File: config.mk
export PLATFORM = sky130hd
export DESIGN_NAME = sdram_bank_row_agent
export DESIGN_NICKNAME = d
export VERILOG_FILES = /design/src/rtl/sdram_cmd_pkg.sv /design/src/rtl/sdram_open_row_table.sv /design/src/rtl/sdram_bank_row_agent.sv
export SDC_FILE = /design/constraint.sdc
export NUM_CORES = 1
export LEC_CHECK = 0
export CORE_MARGIN = 8
export CORE_UTILIZATION = 30
export DETAILED_ROUTE_END_ITERATION = 10
export DONT_BUFFER_PORTS = 1
export GPL_TIMING_DRIVEN = 0
export PLACE_DENSITY = 0.42
export SLEW_MARGIN = 40
export SYNTH_ARGS = -nofsm -noshare
export SYNTH_HDL_FRONTEND = slang
export SYNTH_SLANG_ARGS = --single-unit
File: constraint.sdc
create_clock -name clk -period 2.1 [get_ports clk]
set_input_delay 0.42 -clock clk [delete_from_list [all_inputs] [get_ports clk]]
set_output_delay 0.42 -clock clk [all_outputs]
set_load 0.005 [all_outputs]
File: src/rtl/sdram_cmd_pkg.sv
// Shared definitions for the SDRAM bank/row agent.
// - Command codes of the 3-bit cmd field (upstream and downstream).
// - Bank count and field offsets of the 40-bit user command and 21-bit SDRAM command.
// - FSM state type and small command-class helpers.
package sdram_cmd_pkg;

  localparam logic [2:0] CmdLoadMode    = 3'd0;
  localparam logic [2:0] CmdAutoRefresh = 3'd1;
  localparam logic [2:0] CmdStopBurst   = 3'd2;
  localparam logic [2:0] CmdActive      = 3'd3;
  localparam logic [2:0] CmdPrecharge   = 3'd4;
  localparam logic [2:0] CmdWt          = 3'd5;
  localparam logic [2:0] CmdRd          = 3'd6;
  localparam logic [2:0] CmdNop         = 3'd7;

  localparam int unsigned NumBanks = 4;

  // 40-bit user command: {rsv(3), ba(2), row(16), A15-0(16), cmd(3)}
  localparam int unsigned UsrCmdLsb  = 0;
  localparam int unsigned UsrAddrLsb = 3;
  localparam int unsigned UsrRowLsb  = 19;
  localparam int unsigned UsrBaLsb   = 35;

  // 21-bit SDRAM command: {ba(2), A15-0(16), cmd(3)}
  localparam int unsigned OutCmdLsb  = 0;
  localparam int unsigned OutAddrLsb = 3;
  localparam int unsigned OutBaLsb   = 19;

  // A10 selects precharge-all
  localparam int unsigned A10Bit = 10;

  typedef enum logic [1:0] {StIdle, StPre, StAct, StIssue} agent_state_e;

  function automatic logic is_rw(input logic [2:0] cmd);
    return (cmd == CmdRd) || (cmd == CmdWt);
  endfunction

  // Commands that need every bank closed first
  function automatic logic is_all_bank(input logic [2:0] cmd);
    return (cmd == CmdAutoRefresh) || (cmd == CmdLoadMode);
  endfunction

endpackage

File: src/rtl/sdram_open_row_table.sv
// Per-bank open-row table.
// - lk_*     : combinational lookup of one bank (open flag, row hit) plus any-bank-open.
// - set_*    : mark a bank open with a row.
// - clr_*    : close one bank, or all banks with clr_all_i.
// A set and a clear in the same cycle resolve in favour of the set.
module sdram_open_row_table
  import sdram_cmd_pkg::*;
#(
  parameter int unsigned RowWidth = 13
) (
  input  logic                clk_i,
  input  logic                rst_ni,
  input  logic [1:0]          lk_ba_i,
  input  logic [RowWidth-1:0] lk_row_i,
  output logic                lk_open_o,
  output logic                lk_hit_o,
  output logic                any_open_o,
  input  logic                set_i,
  input  logic [1:0]          set_ba_i,
  input  logic [RowWidth-1:0] set_row_i,
  input  logic                clr_i,
  input  logic [1:0]          clr_ba_i,
  input  logic                clr_all_i
);

  logic [NumBanks-1:0]               open_q, open_d;
  logic [NumBanks-1:0][RowWidth-1:0] row_q, row_d;

  always_comb begin
    open_d = open_q;
    row_d  = row_q;
    if (clr_all_i) begin
      open_d = '0;
    end else if (clr_i) begin
      open_d[clr_ba_i] = 1'b0;
    end
    if (set_i) begin
      open_d[set_ba_i] = 1'b1;
      row_d[set_ba_i]  = set_row_i;
    end
  end

  always_ff @(posedge clk_i or negedge rst_ni) begin
    if (!rst_ni) begin
      open_q <= '0;
      row_q  <= '0;
    end else begin
      open_q <= open_d;
      row_q  <= row_d;
    end
  end

  assign lk_open_o  = open_q[lk_ba_i];
  assign lk_hit_o   = open_q[lk_ba_i] && (row_q[lk_ba_i] == lk_row_i);
  assign any_open_o = |open_q;

endmodule

File: src/rtl/sdram_bank_row_agent.sv
// SDRAM bank/row agent: expands upstream user commands into the minimal
// PRECHARGE / ACTIVE / command sequence using a per-bank open-row table.
// Ports:
// - clk, rst_n              : clock, asynchronous active-low reset
// - s_axis_usr_cmd_*        : upstream command {rsv,ba,row,A,cmd} + user {stop,len-1}
// - m_axis_sdram_cmd_*      : downstream command {ba,A,cmd} + user (RD/WT only)
// Each emitted command is preceded by one cycle with valid low, so the output
// register is loaded on state entry and held until the handshake.
module sdram_bank_row_agent
  import sdram_cmd_pkg::*;
#(
  parameter int unsigned ROW_ADDR_WIDTH   = 13,
  parameter string       EN_EXPL_CMD_PASS = "true"
) (
  input  logic        clk,
  input  logic        rst_n,
  input  logic [39:0] s_axis_usr_cmd_data,
  input  logic [16:0] s_axis_usr_cmd_user,
  input  logic        s_axis_usr_cmd_valid,
  output logic        s_axis_usr_cmd_ready,
  output logic [20:0] m_axis_sdram_cmd_data,
  output logic [16:0] m_axis_sdram_cmd_user,
  output logic        m_axis_sdram_cmd_valid,
  input  logic        m_axis_sdram_cmd_ready
);

  localparam bit ExplPass = (EN_EXPL_CMD_PASS == "true");

  agent_state_e              state_q, state_d;
  logic [2:0]                cmd_q, cmd_d;
  logic [1:0]                ba_q, ba_d;
  logic [ROW_ADDR_WIDTH-1:0] row_q, row_d;
  logic [15:0]               addr_q, addr_d;
  logic [16:0]               user_q, user_d;
  logic                      m_valid_q, m_valid_d;
  logic [20:0]               m_data_q, m_data_d;
  logic [16:0]               m_user_q, m_user_d;

  logic [2:0]                s_cmd;
  logic [1:0]                s_ba;
  logic [ROW_ADDR_WIDTH-1:0] s_row;
  logic [15:0]               s_addr;
  logic                      lk_open, lk_hit, any_open;
  logic                      tbl_set, tbl_clr, tbl_clr_all;
  logic                      m_hs;
  logic [20:0]               out_data;
  logic [16:0]               out_user;
  logic                      unused_data;

  assign s_cmd  = s_axis_usr_cmd_data[UsrCmdLsb +: 3];
  assign s_ba   = s_axis_usr_cmd_data[UsrBaLsb +: 2];
  assign s_row  = s_axis_usr_cmd_data[UsrRowLsb +: ROW_ADDR_WIDTH];
  assign s_addr = s_axis_usr_cmd_data[UsrAddrLsb +: 16];
  // rsv and row bits above ROW_ADDR_WIDTH are intentionally ignored
  assign unused_data = ^s_axis_usr_cmd_data;

  assign m_hs = m_valid_q && m_axis_sdram_cmd_ready;

  sdram_open_row_table #(
    .RowWidth (ROW_ADDR_WIDTH)
  ) u_table (
    .clk_i      (clk),
    .rst_ni     (rst_n),
    .lk_ba_i    (s_ba),
    .lk_row_i   (s_row),
    .lk_open_o  (lk_open),
    .lk_hit_o   (lk_hit),
    .any_open_o (any_open),
    .set_i      (tbl_set),
    .set_ba_i   (ba_q),
    .set_row_i  (row_q),
    .clr_i      (tbl_clr),
    .clr_ba_i   (ba_q),
    .clr_all_i  (tbl_clr_all)
  );

  // Table updates happen only on the downstream handshake of the emitted command
  always_comb begin
    tbl_set     = 1'b0;
    tbl_clr     = 1'b0;
    tbl_clr_all = 1'b0;
    if (m_hs) begin
      unique case (state_q)
        StPre: begin
          if (is_all_bank(cmd_q)) tbl_clr_all = 1'b1;
          else                    tbl_clr     = 1'b1;
        end
        StAct: tbl_set = 1'b1;
        StIssue: begin
          if (cmd_q == CmdActive) begin
            tbl_set = 1'b1;
          end else if (cmd_q == CmdPrecharge) begin
            if (addr_q[A10Bit]) tbl_clr_all = 1'b1;
            else                tbl_clr     = 1'b1;
          end
        end
        default: ;
      endcase
    end
  end

  // Output content for the current state
  always_comb begin
    logic [1:0]  o_ba;
    logic [15:0] o_addr;
    logic [2:0]  o_cmd;
    o_ba     = '0;
    o_addr   = '0;
    o_cmd    = '0;
    out_user = '0;
    unique case (state_q)
      StPre: begin
        o_cmd = CmdPrecharge;
        if (is_all_bank(cmd_q)) o_addr[A10Bit] = 1'b1;
        else                    o_ba           = ba_q;
      end
      StAct: begin
        o_cmd                        = CmdActive;
        o_ba                         = ba_q;
        o_addr[ROW_ADDR_WIDTH-1:0]   = row_q;
      end
      StIssue: begin
        o_cmd  = cmd_q;
        o_ba   = ba_q;
        o_addr = addr_q;
        if (is_rw(cmd_q)) out_user = user_q;
      end
      default: ;
    endcase
    out_data                     = '0;
    out_data[OutBaLsb +: 2]      = o_ba;
    out_data[OutAddrLsb +: 16]   = o_addr;
    out_data[OutCmdLsb +: 3]     = o_cmd;
  end

  always_comb begin
    state_d   = state_q;
    cmd_d     = cmd_q;
    ba_d      = ba_q;
    row_d     = row_q;
    addr_d    = addr_q;
    user_d    = user_q;
    m_valid_d = m_valid_q;
    m_data_d  = m_data_q;
    m_user_d  = m_user_q;
    if (state_q == StIdle) begin
      if (s_axis_usr_cmd_valid) begin
        cmd_d  = s_cmd;
        ba_d   = s_ba;
        row_d  = s_row;
        addr_d = s_addr;
        user_d = s_axis_usr_cmd_user;
        case (s_cmd)
          CmdRd, CmdWt:                state_d = lk_hit ? StIssue : (lk_open ? StPre : StAct);
          CmdAutoRefresh, CmdLoadMode: state_d = any_open ? StPre : StIssue;
          // Redundant or disabled explicit commands are accepted and dropped
          CmdActive: begin
            if (!ExplPass || lk_hit) state_d = StIdle;
            else                     state_d = lk_open ? StPre : StIssue;
          end
          CmdPrecharge:                state_d = ExplPass ? StIssue : StIdle;
          default:                     state_d = StIssue;
        endcase
      end
    end else if (!m_valid_q) begin
      m_valid_d = 1'b1;
      m_data_d  = out_data;
      m_user_d  = out_user;
    end else if (m_axis_sdram_cmd_ready) begin
      m_valid_d = 1'b0;
      unique case (state_q)
        StPre:   state_d = is_rw(cmd_q) ? StAct : StIssue;
        StAct:   state_d = StIssue;
        default: state_d = StIdle;
      endcase
    end
  end

  always_ff @(posedge clk or negedge rst_n) begin
    if (!rst_n) begin
      state_q   <= StIdle;
      cmd_q     <= '0;
      ba_q      <= '0;
      row_q     <= '0;
      addr_q    <= '0;
      user_q    <= '0;
      m_valid_q <= 1'b0;
      m_data_q  <= '0;
      m_user_q  <= '0;
    end else begin
      state_q   <= state_d;
      cmd_q     <= cmd_d;
      ba_q      <= ba_d;
      row_q     <= row_d;
      addr_q    <= addr_d;
      user_q    <= user_d;
      m_valid_q <= m_valid_d;
      m_data_q  <= m_data_d;
      m_user_q  <= m_user_d;
    end
  end

  assign s_axis_usr_cmd_ready   = (state_q == StIdle);
  assign m_axis_sdram_cmd_valid = m_valid_q;
  assign m_axis_sdram_cmd_data  = m_data_q;
  assign m_axis_sdram_cmd_user  = m_user_q;

endmodule

# == Word-level counts from Yosys, hierarchy flattened ==
# Index checks and enable logic that the tools add are counted.
# classes
order_cmp,3
eq_ne,14
mux,50
n_bitwise,5
reduce_logical,17
# op_table
cell,count
bitwise mux 52 bit,1
2-to-1 mux 17 bit,2
binary-select mux 13 bit (select 2 bit),1
demux 13 bit (select 2 bit),1
2-to-1 mux 13 bit,2
2-to-1 mux 2 bit,10
one-hot mux 10 bit (2 select lines),1
2-to-1 mux 1 bit,17
"equality test 3 bit, second input constant",5
equality test 13 bit,1
2-to-1 mux 4 bit,3
one-hot mux 2 bit (2 select lines),3
one-hot mux 3 bit (3 select lines),1
"equality test 3 x 1 -> 1 bit, second input constant",2
"equality test 3 x 2 -> 1 bit, second input constant",2
logical NOT 3 bit,2
"< comparator 2 x 3 -> 1 bit, second input constant",2
one-hot mux 1 bit (2 select lines),3
one-hot mux 2 bit (3 select lines),1
OR reduction 2 bit,3
bitwise AND 4 bit,1
"equality test 2 bit, second input constant",2
inverter 4 bit,1
bitwise OR 4 bit,1
15 further kinds,21
# totals
register_bits,148
input_bits,61
elab_cells,103

# == Logic depth before layout (Yosys ltp) ==
# Gate-level depths: netlist of the first run.
# depth
ltp_word,10
mapped_depth,10

# == Modules after synthesis ==
# From an unflattened synthesis of the first run, not the netlist that was laid out.
# unflattened
hier_cells,460
area_unflattened_um2,6456.2
# modules_own_cells
mod,n_inst,cells_per_inst,area_each_um2,seq_area_each_um2
sdram_bank_row_agent,1,290,3783.6,2302.2
sdram_open_row_table,1,170,2672.6,1401.3

# == Least setup slack after synthesis of the first run ==
# Ideal clock, no wire load.
# synth_timing
kind,register -> register
startpoint,register state_q[0]
endpoint,register addr_q[11]
setup_ns,0.125
arrival_ns,2.141
t_required_ns,1.975
path_slack_ns,-0.166
path_stages_with_launch,9
n_path_buf,4
path_cell_list,dfrtp_1 inv_1 ha_1 clkbuf_1 and2_1 clkbuf_1 buf_2 buf_1 mux2_2
# synth_via
elab_chain_cells,2
# synth_rtl
element,line_no,text
"start, declared",sdram_bank_row_agent.sv:29,"agent_state_e state_q, state_d;"
"start signal, assigned",sdram_bank_row_agent.sv:181,state_q <= StIdle;
"start signal, assigned",sdram_bank_row_agent.sv:191,state_q <= state_d;
logical NOT 2 bit,--,
named net s_axis_usr_cmd_ready,sdram_bank_row_agent.sv:20,"output logic s_axis_usr_cmd_ready,"
AND reduction 2 bit (no source line),--,
"end signal, assigned",sdram_bank_row_agent.sv:195,addr_q <= addr_d;
"end, declared",sdram_bank_row_agent.sv:33,"logic [15:0] addr_q, addr_d;"
# The timed path passes the listed nets, and every way through them passes these cells.
# A chain may end at the register's enable or synchronous reset.

# == Worst setup path after layout of the first run ==
# layout_timing
startpoint,register u_table.row_q[43] (netlist bit)
endpoint,register state_q[0]
# layout_via
elab_chain_cells,8
# layout_rtl
element,line_no,text
"start, declared",sdram_open_row_table.sv:27,"logic [NumBanks-1:0][RowWidth-1:0] row_q, row_d;"
"start signal, assigned",sdram_open_row_table.sv:49,row_q <= row_d;
binary-select mux 13 bit (select 2 bit) (*),sdram_open_row_table.sv:54,assign lk_hit_o = open_q[lk_ba_i] && (row_q[lk_ba_i] == lk_row_i);
2-to-1 mux 13 bit (implied by the code) (*),sdram_open_row_table.sv:54,
equality test 13 bit (*),sdram_open_row_table.sv:54,
logical AND 1 bit (*),sdram_open_row_table.sv:54,
2-to-1 mux 2 bit (on tied branches),"sdram_bank_row_agent.sv:158, sdram_bank_row_agent.sv:154",
one-hot mux 2 bit (3 select lines) (*),sdram_bank_row_agent.sv:153,case (s_cmd)
2-to-1 mux 2 bit (*),sdram_bank_row_agent.sv:147,if (s_axis_usr_cmd_valid) begin
2-to-1 mux 2 bit (*),sdram_bank_row_agent.sv:146,if (state_q == StIdle) begin
# Mark *: on every way between the ends. The rest lies on a longest branch, timed or not. The select of a mux whose other input is x is not followed.

==> results of run 1 <==
==> metal layers <==
metal  GRT usage [%]  wire length, µm  vias up
met1            16.0             7440     2084
met3            4.85              974       18
met2            22.4             8800       71
li1                -                -     1763
met5               0               27        -
met4            4.25              172        4
==> sequential cells by signal (all words and copies together) (netlist names), 3 cells and up <==
| register | flops |
|---|---|
| u_table.row_q | 52 |
| m_axis_sdram_cmd_data | 21 |
| cmd_q | 3 |
| row_q | 13 |
| u_table.open_q | 4 |
| addr_q | 16 |
| m_axis_sdram_cmd_user | 17 |
| user_q | 17 |
==> synth_stat cells, drive strengths merged (2+ instances only) <==
cell type,count
dfrtp,148
clkbuf,19
a22o,19
ha,4
a21oi,7
mux2i,4
nand2,29
nand4b,2
buf,11
nor2,9
o21ai,31
nand3,4
nand2b,2
inv,6
or3,3
a22oi,12
nand4,3
xor2,5
a31oi,2
xnor2,11
nor3,7
nor4,3
mux2,103
mux4,12
==> area by class of cell <==
type	count	share of cell area, %
Clock buffer	22	6.11
Multi-Input combinational cell	285	34.5
Tap cell	275	4.53
Timing Repair Buffer	8	0.791
Inverter	6	0.297
Antenna cell	2	0.0659
Clock inverter	9	2.01
Buffer	25	2.93
Sequential cell	148	48.8
==> worst max path at each step <==
stage	slack, ns	cells after the start	to
5_1_grt	-0.15	6	state_q[0]
3_3_place_gp	-0.73	9	m_axis_sdram_cmd_data[16]
6_report	-0.01	6	state_q[0]
3_5_place_dp	-0.76	9	m_axis_sdram_cmd_data[17]
2_1_floorplan	0.01	7	state_q[0]
4_1_cts	-0.008	6	state_q[0]
==> through the flow <==
| stage | setup TNS, ns | utilization (%) | cell area (µm²) | hold slack [ns] |
|---|---|---|---|---|
| 5_1_grt | -0.244 | 36.1 | 7590 | -0.322 |
| 6_report | -0.0142 | 36.1 | 7590 | -0.298 |
| 3_5_place_dp | -62.84 | 32.3 | 6800 | 0.135 |
| 2_1_floorplan | 0 | - | 6460 | 0.124 |
| 3_3_place_gp | -60.89 | 32.3 | 6800 | 0.135 |
| 4_1_cts | -0.00794 | 36.1 | 7580 | -0.321 |
==> where the power goes <==
part           internal, mW  switching (mW)  total, mW
clock network          2.04            1.15       3.19
registers              4.13            1.01       5.14
logic                  1.90            1.63       3.53
total                  8.08            3.79       11.9
==> repair_timing <==
action                                  CTS  global route
endpoints found under the setup margin  141            71
pin swaps                                 3             2
setup buffers                             8             0
hold endpoints to repair                148           148
resized for setup                        42             6
==> cells by family after synthesis <==
group / count (synthesis)
simple gates: 68
buf+inv: 36
flops: 148
mux: 119
fa+ha+maj: 4
compound gates: 78
xor+xnor: 16
==> worst register-to-register path: cells and delay by family (launching register included) <==
kind            cells  cell delay, ns
simple gates        3            0.67
mux                 1            0.50
flops               1            0.38
compound gates      1            0.29
xor+xnor            1            0.17
==> results by group, run 1 <==
Drt
  • Vias: 3940
  • Via density: just over 5
  • Drt wl/cell: 22.3 µm
  • DRC: 0
  • Routed Antenna Nets: 0
  • Final WL: about 17000 µm
  • DR pass1 iterations: 4
  • DRT iter0 DRCs: 210

Setup path
  • Critical Path Most Common Cell: nand4_1
  • Setup slack, reg-to-reg: -0.01 ns
  • WP buf/inv: 0
  • Worst EP required: roughly 2.4 ns
  • CP endpoint kind: flop
  • CP top delay family: simple AND/OR/NAND/NOR gates
  • Critical-path top delay cell: mux4_2
  • Delay of the slowest critical-path stage: roughly 0.5 ns
  • Max Fanout on Critical Path: 2
  • CP cell instances: mux4_2, xnor2_2, nand4_1, nor4_4, nand4_1, a211o_1
  • Crit path launch type: flop
  • Reg2Reg Capture Point: state_q[0]
  • Critical R2R Launch: u_table.row_q[43]
  • CP startpoint: u_table.row_q[43]
  • Kind of critical path: reg -> reg
  • FF-to-FF path depth: 6
  • Worst path arrival time: between 2 and 2.5 ns

Placement
  • Post-DP HPWL: 11900 µm
  • Place WS: -0.764 ns
  • Placed insts: ~740
  • Placer congestion estimate: about 0.74
  • PortBufs: 0

Clocking
  • Clock insertion delay at the later pin of the skew report: around 0.42 ns
  • Clock transition at the registers of the reported paths: 0.06 ns
  • H-tree depth: 4
  • Clock tree buffer depth: 2
  • CTS Sinks: between 100 and 150
  • Clock root cell: clkbuf_16
  • CTS tree: done
  • CTS buffer count: 17

Synth
  • Syn_nets: around 530
  • Post-synthesis cell type count: 45
  • Netlist Area Pre-Place: between 0.006 and 0.007 mm²
  • Most used flip-flop cell after synthesis: dfrtp_1
  • Complex-gate fraction of the synthesized area: slightly above 8%
  • Post-Synth Adder-Cell Area: less than 1%
  • Largest family of logic cells by synthesized area: multiplexers
  • Yosys Warn Count: 0
  • Mapped Cells: between 400 and 500
  • EDFF count, synth: 0
  • #FFs+latches synth: 148
  • Proportion of synthesized area in mux cells: a little under a quarter
  • Synth area leader: dfrtp_1
  • Register area share after synthesis: a little under three fifths
  • Post-synth ARST share: 100%
  • Syn Area/Cell: between 10 and 15 µm²
  • Post-Synth XOR/XNOR Area: under 10%
  • Top post-synthesis cells by area: dfrtp_1 (58%), mux2_2 (18%), mux4_1 (4.1%)
  • Synth top area share: a little under three fifths
  • Post-Synth Simple-Gate Area: roughly 5.4%

Floorplan
  • FP Rows: 53
  • Total core area: between 0.02 and 0.025 mm²
  • Die height: 163 µm
  • Initial Util: 30.6%
  • Die area: between 0.02 and 0.03 mm²
  • I/O pins: just over 100
  • Chip width: between 150 and 200 µm

Final layout
  • Area Overhead vs Synth: 17.9%
  • Share of cells above drive strength 1: 36.6%
  • Most common cell after layout, fill and taps aside: dfrtp_1
  • Nets: between 500 and 600
  • Most frequent cells in the layout: dfrtp_1 (146), mux2_2 (103), o21ai_0 (31)
  • FF/Latch Area: between 0.003 and 0.004 mm²
  • Filler cells: about 2000
  • Multi-input logic area: approximately 0.0026 mm²
  • Finished Layout Cells: 780

Timing
  • Tcrit/Tclk final: 101%
  • Worst-margin pin slew: between 0.6 and 0.7 ns
  • Worst setup margin: -0.0142 ns
  • Worst hold slack: -0.298 ns
  • Max Fclk: 473 MHz
  • Final Max Slew Viols: 0
  • Final hold violations: 148
  • Finish-stage setup viols: 1
  • Tmin final: approximately 2.1 ns
  • Slew Limit Headroom: about 57%
  • Final Skew: 0.00698 ns
  • RSZ-0062 raised after global routing: true

Job
  • Max Cap Violations: 0

Power
  • Max VDD drop: between 0.6 and 0.7 mV
  • Power Density: between 1500 and 2000 mW/mm²
  • Total Power: around 12 mW
  • Pleak: between 3 and 4 nW

GRT
  • Total Routing Usage GR: 13.5%
  • Initial antenna violation count: 4
  • Total grt overflow: 0
  • Largest net degree at the start of global routing: around 150
  • Vias in the first global route: around 4200
  • First-pass GRT wire length: 26500 µm

Run status
  • Failing checks: negative hold slack, negative setup slack
  • Outcome: finished with violations

Hold path
  • Worst Hold Class: in -> async
Note: power is estimated with default switching activity, not from simulation.
==> run 2, diff against run 1 <==
Settings changed: CORE_UTILIZATION 30 to 45, PLACE_DENSITY 0.42 to 0.59.
==> results by group, run 2 (synthesis gave the netlist of run 1 again) <==
Final layout
  • Most frequent cells in the layout: dfrtp_1 (147), mux2_2 (103), o21ai_0 (31) (was dfrtp_1 (146), mux2_2 (103), o21ai_0 (31))
  • Nets: 557 (was 556)
  • Largest register FFs: 52 (unchanged)
  • Most common cell after layout, fill and taps aside: dfrtp_1 (unchanged)
  • Area Overhead vs Synth: 16.7% (was 17.9%)
  • Final Util: 53.9% (was 36.1%)
  • Filler cells: 1171 (was 2029)
  • Share of cells above drive strength 1: 36.6% (about the same)
  • Register with the most flip-flops: u_table.row_q (unchanged)
  • ANT cells: 0 (was 2)

Floorplan
  • Total core area: 0.0139 mm² (was 0.0210 mm²)
  • Die area: 0.0184 mm² (was 0.0264 mm²)
  • I/O pins: 101 (unchanged)
  • Chip width: 136 µm (was 163 µm)
  • Initial Util: 46.2% (was 30.6%)
  • Die height: 136 µm (was 163 µm)
  • FP Rows: 43 (was 53)

Clocking
  • Clock insertion delay at the later pin of the skew report: 0.42 ns (about the same)
  • CTS tree: done (unchanged)
  • H-tree depth: 4 (unchanged)
  • CTS buffer count: 17 (unchanged)
  • Clock transition at the registers of the reported paths: 0.06 ns (about the same)
  • Clock tree buffer depth: 2 (unchanged)
  • Clock root cell: clkbuf_16 (unchanged)
  • CTS Sinks: 148 (unchanged)

Hold path
  • Worst Hold Class: in -> async (unchanged)

Power
  • Combinational share of power: 28.7% (was 29.8%)
  • Clk pwr share: 28.6% (was 26.9%)
  • Reg power frac: 42.7% (was 43.3%)
  • Pleak: 3.30 nW (was 3.25 nW)
  • Sw frac: 30.5% (was 31.9%)
  • Max VDD drop: 0.787 mV (was 0.659 mV)
  • Net Sw Power: 3.64 mW (was 3.79 mW)
  • P_int: 8.30 mW (was 8.08 mW)
  • Power Density: 1590 mW/mm² (was 1560 mW/mm²)

Timing
  • Tcrit/Tclk final: 98.9% (was 101%)
  • Worst-margin pin slew: 0.560 ns (was 0.644 ns)
  • Tmin final: 2.08 ns (was 2.11 ns)
  • Finish-stage setup viols: 0 (was 1)
  • Slew Limit Headroom: 62.7% (was 57.1%)
  • Max Fclk: 482 MHz (was 473 MHz)
  • Worst hold slack: -0.303 ns (was -0.298 ns)
  • Final Max Slew Viols: 0 (unchanged)
  • Final hold violations: 148 (unchanged)
  • Final Skew: 0.00490 ns (was 0.00698 ns)
  • RSZ-0062 raised after global routing: true (unchanged)

Drt
  • DR pass1 iterations: 4 (unchanged)
  • Routed Antenna Nets: 0 (unchanged)
  • DRT iter0 DRCs: 282 (was 210)
  • Vias: 3922 (was 3940)
  • DRC: 0 (unchanged)
  • Final WL: 15100 µm (was 17400 µm)
  • Via density: 5.73 (was 5.05)
  • Drt wl/cell: 22.0 µm (was 22.3 µm)

Setup path
  • Critical-path top delay cell: mux4_2 (unchanged)
  • WP buf/inv: 0 (unchanged)
  • CP endpoint kind: flop (unchanged)
  • Kind of critical path: reg -> reg (unchanged)
  • Worst EP required: 2.40 ns (about the same)
  • CP top delay family: simple AND/OR/NAND/NOR gates (unchanged)
  • Delay of the slowest critical-path stage: 0.51 ns (was 0.50 ns)
  • Crit path launch type: flop (unchanged)
  • CP cell instances: mux4_2, xnor2_2, nand4_1, nor4_4, nand4_1, a211o_1 (unchanged)
  • Max Fanout on Critical Path: 2 (unchanged)
  • Worst path arrival time: 2.38 ns (was 2.42 ns)
  • Critical Path Most Common Cell: nand4_1 (unchanged)

GRT
  • Total grt overflow: 0 (unchanged)
  • Largest net degree at the start of global routing: 149 (unchanged)
  • First-pass GRT wire length: 24000 µm (was 26500 µm)
  • Total Routing Usage GR: 17.2% (was 13.5%)
  • Vias in the first global route: 4187 (was 4223)
  • Initial antenna violation count: 1 (was 4)

Placement
  • Post-DP HPWL: 10500 µm (was 11900 µm)
  • Placer congestion estimate: 0.832 (was 0.736)
  • PortBufs: 0 (unchanged)

Run status
  • Failing checks: negative hold slack (was negative hold slack, negative setup slack)
  • Outcome: finished with violations (unchanged)

Job
  • Max Cap Violations: 0 (unchanged)
## run 2: changes by cell type in the layout (fill, tap and decap cells not counted), moves of 2 or more
cell        previous run  this run
clkbuf_8               4         8
clkinvlp_4             3         1
diode_2                2         0
clkbuf_1               8         5
## run 2: routing by layer
layer  track usage [%]  wire length [µm]  vias to the layer above
met5                 0                10                        -
met2              27.2              7550                       84
li1                  -                 -                     1763
met4              5.18               162                        2
met3              6.94              1070                       16
met1              21.0              6270                     2057
## run 2: worst reg2reg max path: stages, from the launching register on
cell	delay (ns)
dfrtp_1	0.38
mux4_2	0.51
xnor2_2	0.17
nand4_1	0.18
nor4_4	0.28
nand4_1	0.15
a211o_1	0.29
## run 2: what timing repair did
item / 4_1_cts / 5_1_grt
endpoints found under the setup margin: 137 / 109
setup buffers: 6 / 3
resized for setup: 31 / 14
pin swaps: 7 / 5
endpoints found under the hold margin: 148 / 148
## run 2: cell type report
class / instances / area, µm² / share of cell area, %
well taps: 180 / 225 / 3.00
clock buffers: 24 / 512 / 6.81
multi-input cells: 285 / 2610 / 34.7
plain buffers: 25 / 206 / 2.75
flip-flops and latches: 148 / 3700 / 49.3
clock inverters: 8 / 168 / 2.23
repair buffers: 9 / 67.6 / 0.899
inverters: 6 / 22.5 / 0.300
## run 2: path summary, 6_finish.rpt
kind	end	cells after the start	slack (ns)	startpoint
max	state_q[0]	6	0.02	u_table.row_q[43]
min	u_table.row_q[1]	0	-0.30	rst_n
max reg2reg	state_q[0]	6	0.02	u_table.row_q[43]
min reg2reg	m_axis_sdram_cmd_user[15]	1	0.48	user_q[15]
max in group asynchronous	user_q[14]	0	2.12	rst_n
min in group clk	cmd_q[2]	2	0.14	s_axis_usr_cmd_data[2]
## run 2: stage by stage
stage | TNS (ns) | instances | setup slack (ns) | area [µm²] | power [mW]
after floorplan | 0 | 469 | 0.0136 | 6460 | 7.40
after global placement | -42.64 | 649 | -0.505 | 6680 | 8.20
after detailed placement | -46.68 | 649 | -0.557 | 6680 | 8.39
after CTS | -0.0243 | 683 | -0.0243 | 7470 | 12.0
after global routing | -0.0379 | 685 | -0.0354 | 7510 | 12.7
final | 0 | 685 | 0.0241 | 7510 | 11.9
## run 2: power by group through the flow
stage / sequential (mW) / combinational (mW) / clock [mW]
2_1_floorplan: 4.78 / 2.63 / 0
3_3_place_gp: 5.09 / 3.11 / 0
3_5_place_dp: 5.17 / 3.22 / 0
4_1_cts: 5.12 / 3.42 / 3.47
5_1_grt: 5.28 / 3.78 / 3.60
6_report: 5.10 / 3.43 / 3.41
==> run 3, diff against run 2 <==
Settings changed: CORE_MARGIN 8 to 2.
==> results by group, run 3 (synthesis gave the netlist of run 1 again) <==
Run status
  • Outcome: finished with violations (unchanged)
  • Failing checks: negative hold slack (unchanged)

Power
  • Combinational share of power: 30.1% (was 28.7%)
  • Sw frac: 31.9% (was 30.5%)
  • P_int: 7.88 mW (was 8.30 mW)
  • Max VDD drop: 0.634 mV (was 0.787 mV)
  • Power Density: 1550 mW/mm² (was 1590 mW/mm²)
  • Pleak: 3.26 nW (was 3.30 nW)
  • Total Power: 11.6 mW (was 11.9 mW)
  • Reg power frac: 44.0% (was 42.7%)
  • Clk pwr share: 25.9% (was 28.6%)
  • Net Sw Power: 3.69 mW (was 3.64 mW)

Final layout
  • Final Util: 53.4% (was 53.9%)
  • Area Overhead vs Synth: 15.6% (was 16.7%)
  • Most common cell after layout, fill and taps aside: dfrtp_1 (unchanged)
  • Most frequent cells in the layout: dfrtp_1 (147), mux2_2 (103), o21ai_0 (31) (unchanged)
  • Largest register FFs: 52 (unchanged)
  • Register with the most flip-flops: u_table.row_q (unchanged)
  • Nets: 557 (unchanged)
  • Share of cells above drive strength 1: 37.1% (was 36.6%)
  • Final Instance Area: 0.00745 mm² (was 0.00751 mm²)
  • Finished Layout Cells: 687 (was 685)

Placement
  • Post-DP HPWL: 9760 µm (was 10500 µm)
  • Place WS: -0.548 ns (was -0.557 ns)
  • PortBufs: 0 (unchanged)
  • Dpl cell area: 0.00668 mm² (unchanged)
  • Placer congestion estimate: 0.829 (was 0.832)
  • Placed insts: 649 (unchanged)

Setup path
  • Kind of critical path: reg -> reg (unchanged)
  • Worst EP required: 2.40 ns (about the same)
  • Crit path launch type: flop (unchanged)
  • WP buf/inv: 0 (unchanged)
  • CP endpoint kind: flop (unchanged)
  • Worst path arrival time: 2.39 ns (was 2.38 ns)
  • Critical Path Most Common Cell: nand4_1 (unchanged)
  • CP top delay family: simple AND/OR/NAND/NOR gates (unchanged)
  • Max Fanout on Critical Path: 3 (was 2)
  • Critical-path top delay cell: mux4_2 (unchanged)
  • CP cell instances: mux4_2, xnor2_2, nand4_1, nor4_4, nand4_1, a211o_1 (unchanged)
  • Setup slack, reg-to-reg: 0.01 ns (was 0.02 ns)
  • Delay of the slowest critical-path stage: 0.51 ns (about the same)

GRT
  • Total grt overflow: 0 (unchanged)
  • Largest net degree at the start of global routing: 149 (unchanged)
  • Total Routing Usage GR: 20.1% (was 17.2%)
  • GR peak layer: met2 (unchanged)
  • Met1 usage: 27.0% (was 21.0%)
  • Vias in the first global route: 3959 (was 4187)
  • Initial antenna violation count: 2 (was 1)
  • Grt met2 use: 30.5% (was 27.2%)
  • First-pass GRT wire length: 22600 µm (was 24000 µm)
  • Global-route met3 utilization: 7.19% (was 6.94%)

Floorplan
  • Initial Util: 46.2% (unchanged)
  • Die height: 124 µm (was 136 µm)
  • Chip width: 124 µm (was 136 µm)
  • Total core area: 0.0139 mm² (unchanged)
  • Die area: 0.0153 mm² (was 0.0184 mm²)
  • I/O pins: 101 (unchanged)
  • FP Rows: 43 (unchanged)

Drt
  • Via density: 5.76 (was 5.73)
  • Routed Antenna Nets: 0 (unchanged)
  • DRT iter0 DRCs: 288 (was 282)
  • Final WL: 14700 µm (was 15100 µm)
  • Vias: 3956 (was 3922)
  • DRC: 0 (unchanged)
  • Drt wl/cell: 21.4 µm (was 22.0 µm)
  • DR pass1 iterations: 4 (unchanged)

Clocking
  • H-tree depth: 4 (unchanged)
  • Clock transition at the registers of the reported paths: 0.06 ns (about the same)
  • Clock insertion delay at the later pin of the skew report: 0.42 ns (about the same)
  • CTS Sinks: 148 (unchanged)
  • CTS buffer count: 17 (unchanged)
  • CTS tree: done (unchanged)
  • Clock root cell: clkbuf_16 (unchanged)
  • Clock tree buffer depth: 2 (unchanged)

Timing
  • Worst hold slack: -0.305 ns (was -0.303 ns)
  • Tcrit/Tclk final: 99.3% (was 98.9%)
  • RSZ-0062 raised after global routing: true (unchanged)
  • Final hold violations: 148 (unchanged)
  • Max Fclk: 479 MHz (was 482 MHz)
  • Worst setup margin: 0.0145 ns (was 0.0241 ns)
  • Setup TNS: 0 ns (unchanged)
  • Slew Limit Headroom: 64.4% (was 62.7%)
  • Final Skew: 0.00640 ns (was 0.00490 ns)
  • Finish-stage setup viols: 0 (unchanged)
  • Tmin final: 2.09 ns (was 2.08 ns)
  • Final Max Slew Viols: 0 (unchanged)
  • Worst-margin pin slew: 0.533 ns (was 0.560 ns)

Job
  • Max Cap Violations: 0 (unchanged)

Hold path
  • Worst Hold Class: in -> async (unchanged)
-- run 3: changes by cell type in the layout (fill, tap and decap cells not counted), moves of 3 or more --
| cell | change |
|---|---|
| diode_2 | +3 |
| bufinv_16 | -3 |
| clkinv_2 | +4 |
| clkbuf_8 | -3 |
-- run 3: power groups by stage --
stage | registers (mW) | clock network (mW) | logic (mW)
2_1_floorplan | 4.78 | 0 | 2.63
3_3_place_gp | 5.07 | 0 | 3.11
5_1_grt | 5.26 | 3.20 | 3.80
3_5_place_dp | 5.14 | 0 | 3.21
4_1_cts | 5.08 | 3.04 | 3.42
6_report | 5.09 | 3.00 | 3.48
-- run 3: final cells by class --
type / instances / area, µm²
fillers: 1160 / 6490
flip-flops and latches: 148 / 3700
multi-input cells: 285 / 2630
clock buffers: 21 / 480
well taps: 180 / 225
plain buffers: 25 / 208
clock inverters: 10 / 105
repair buffers: 9 / 67.6
inverters: 6 / 22.5
diodes: 3 / 7.51
-- run 3: worst paths after layout --
kind / depth (start not counted) / to / start
setup / recovery: 6 / state_q[0] / u_table.row_q[42]
hold / removal: 0 / row_q[7] / rst_n
setup reg to reg: 6 / state_q[0] / u_table.row_q[42]
hold reg to reg: 1 / m_axis_sdram_cmd_user[15] / user_q[15]
max in group asynchronous: 0 / state_q[0] / rst_n
min in group clk: 2 / cmd_q[2] / s_axis_usr_cmd_data[2]
-- run 3: metal layers --
metal	vias up	routed length, µm
li1	1761	-
met1	2067	6430
met2	110	7100
met3	18	955
met4	0	238
met5	-	0
-- run 3: worst reg2reg max path, cell delays in order (launching register included) --
cell and delay, ns:
dfrtp_1 0.38, mux4_2 0.51, xnor2_2 0.14, nand4_1 0.20, nor4_4 0.31, nand4_1 0.16
a211o_1 0.28
-- run 3: what timing repair did --
action	in CTS	in global routing
pin swaps	2	2
buffers inserted	6	3
endpoints found under the setup margin	141	78
hold endpoints to repair	148	148
gates resized for setup	30	20
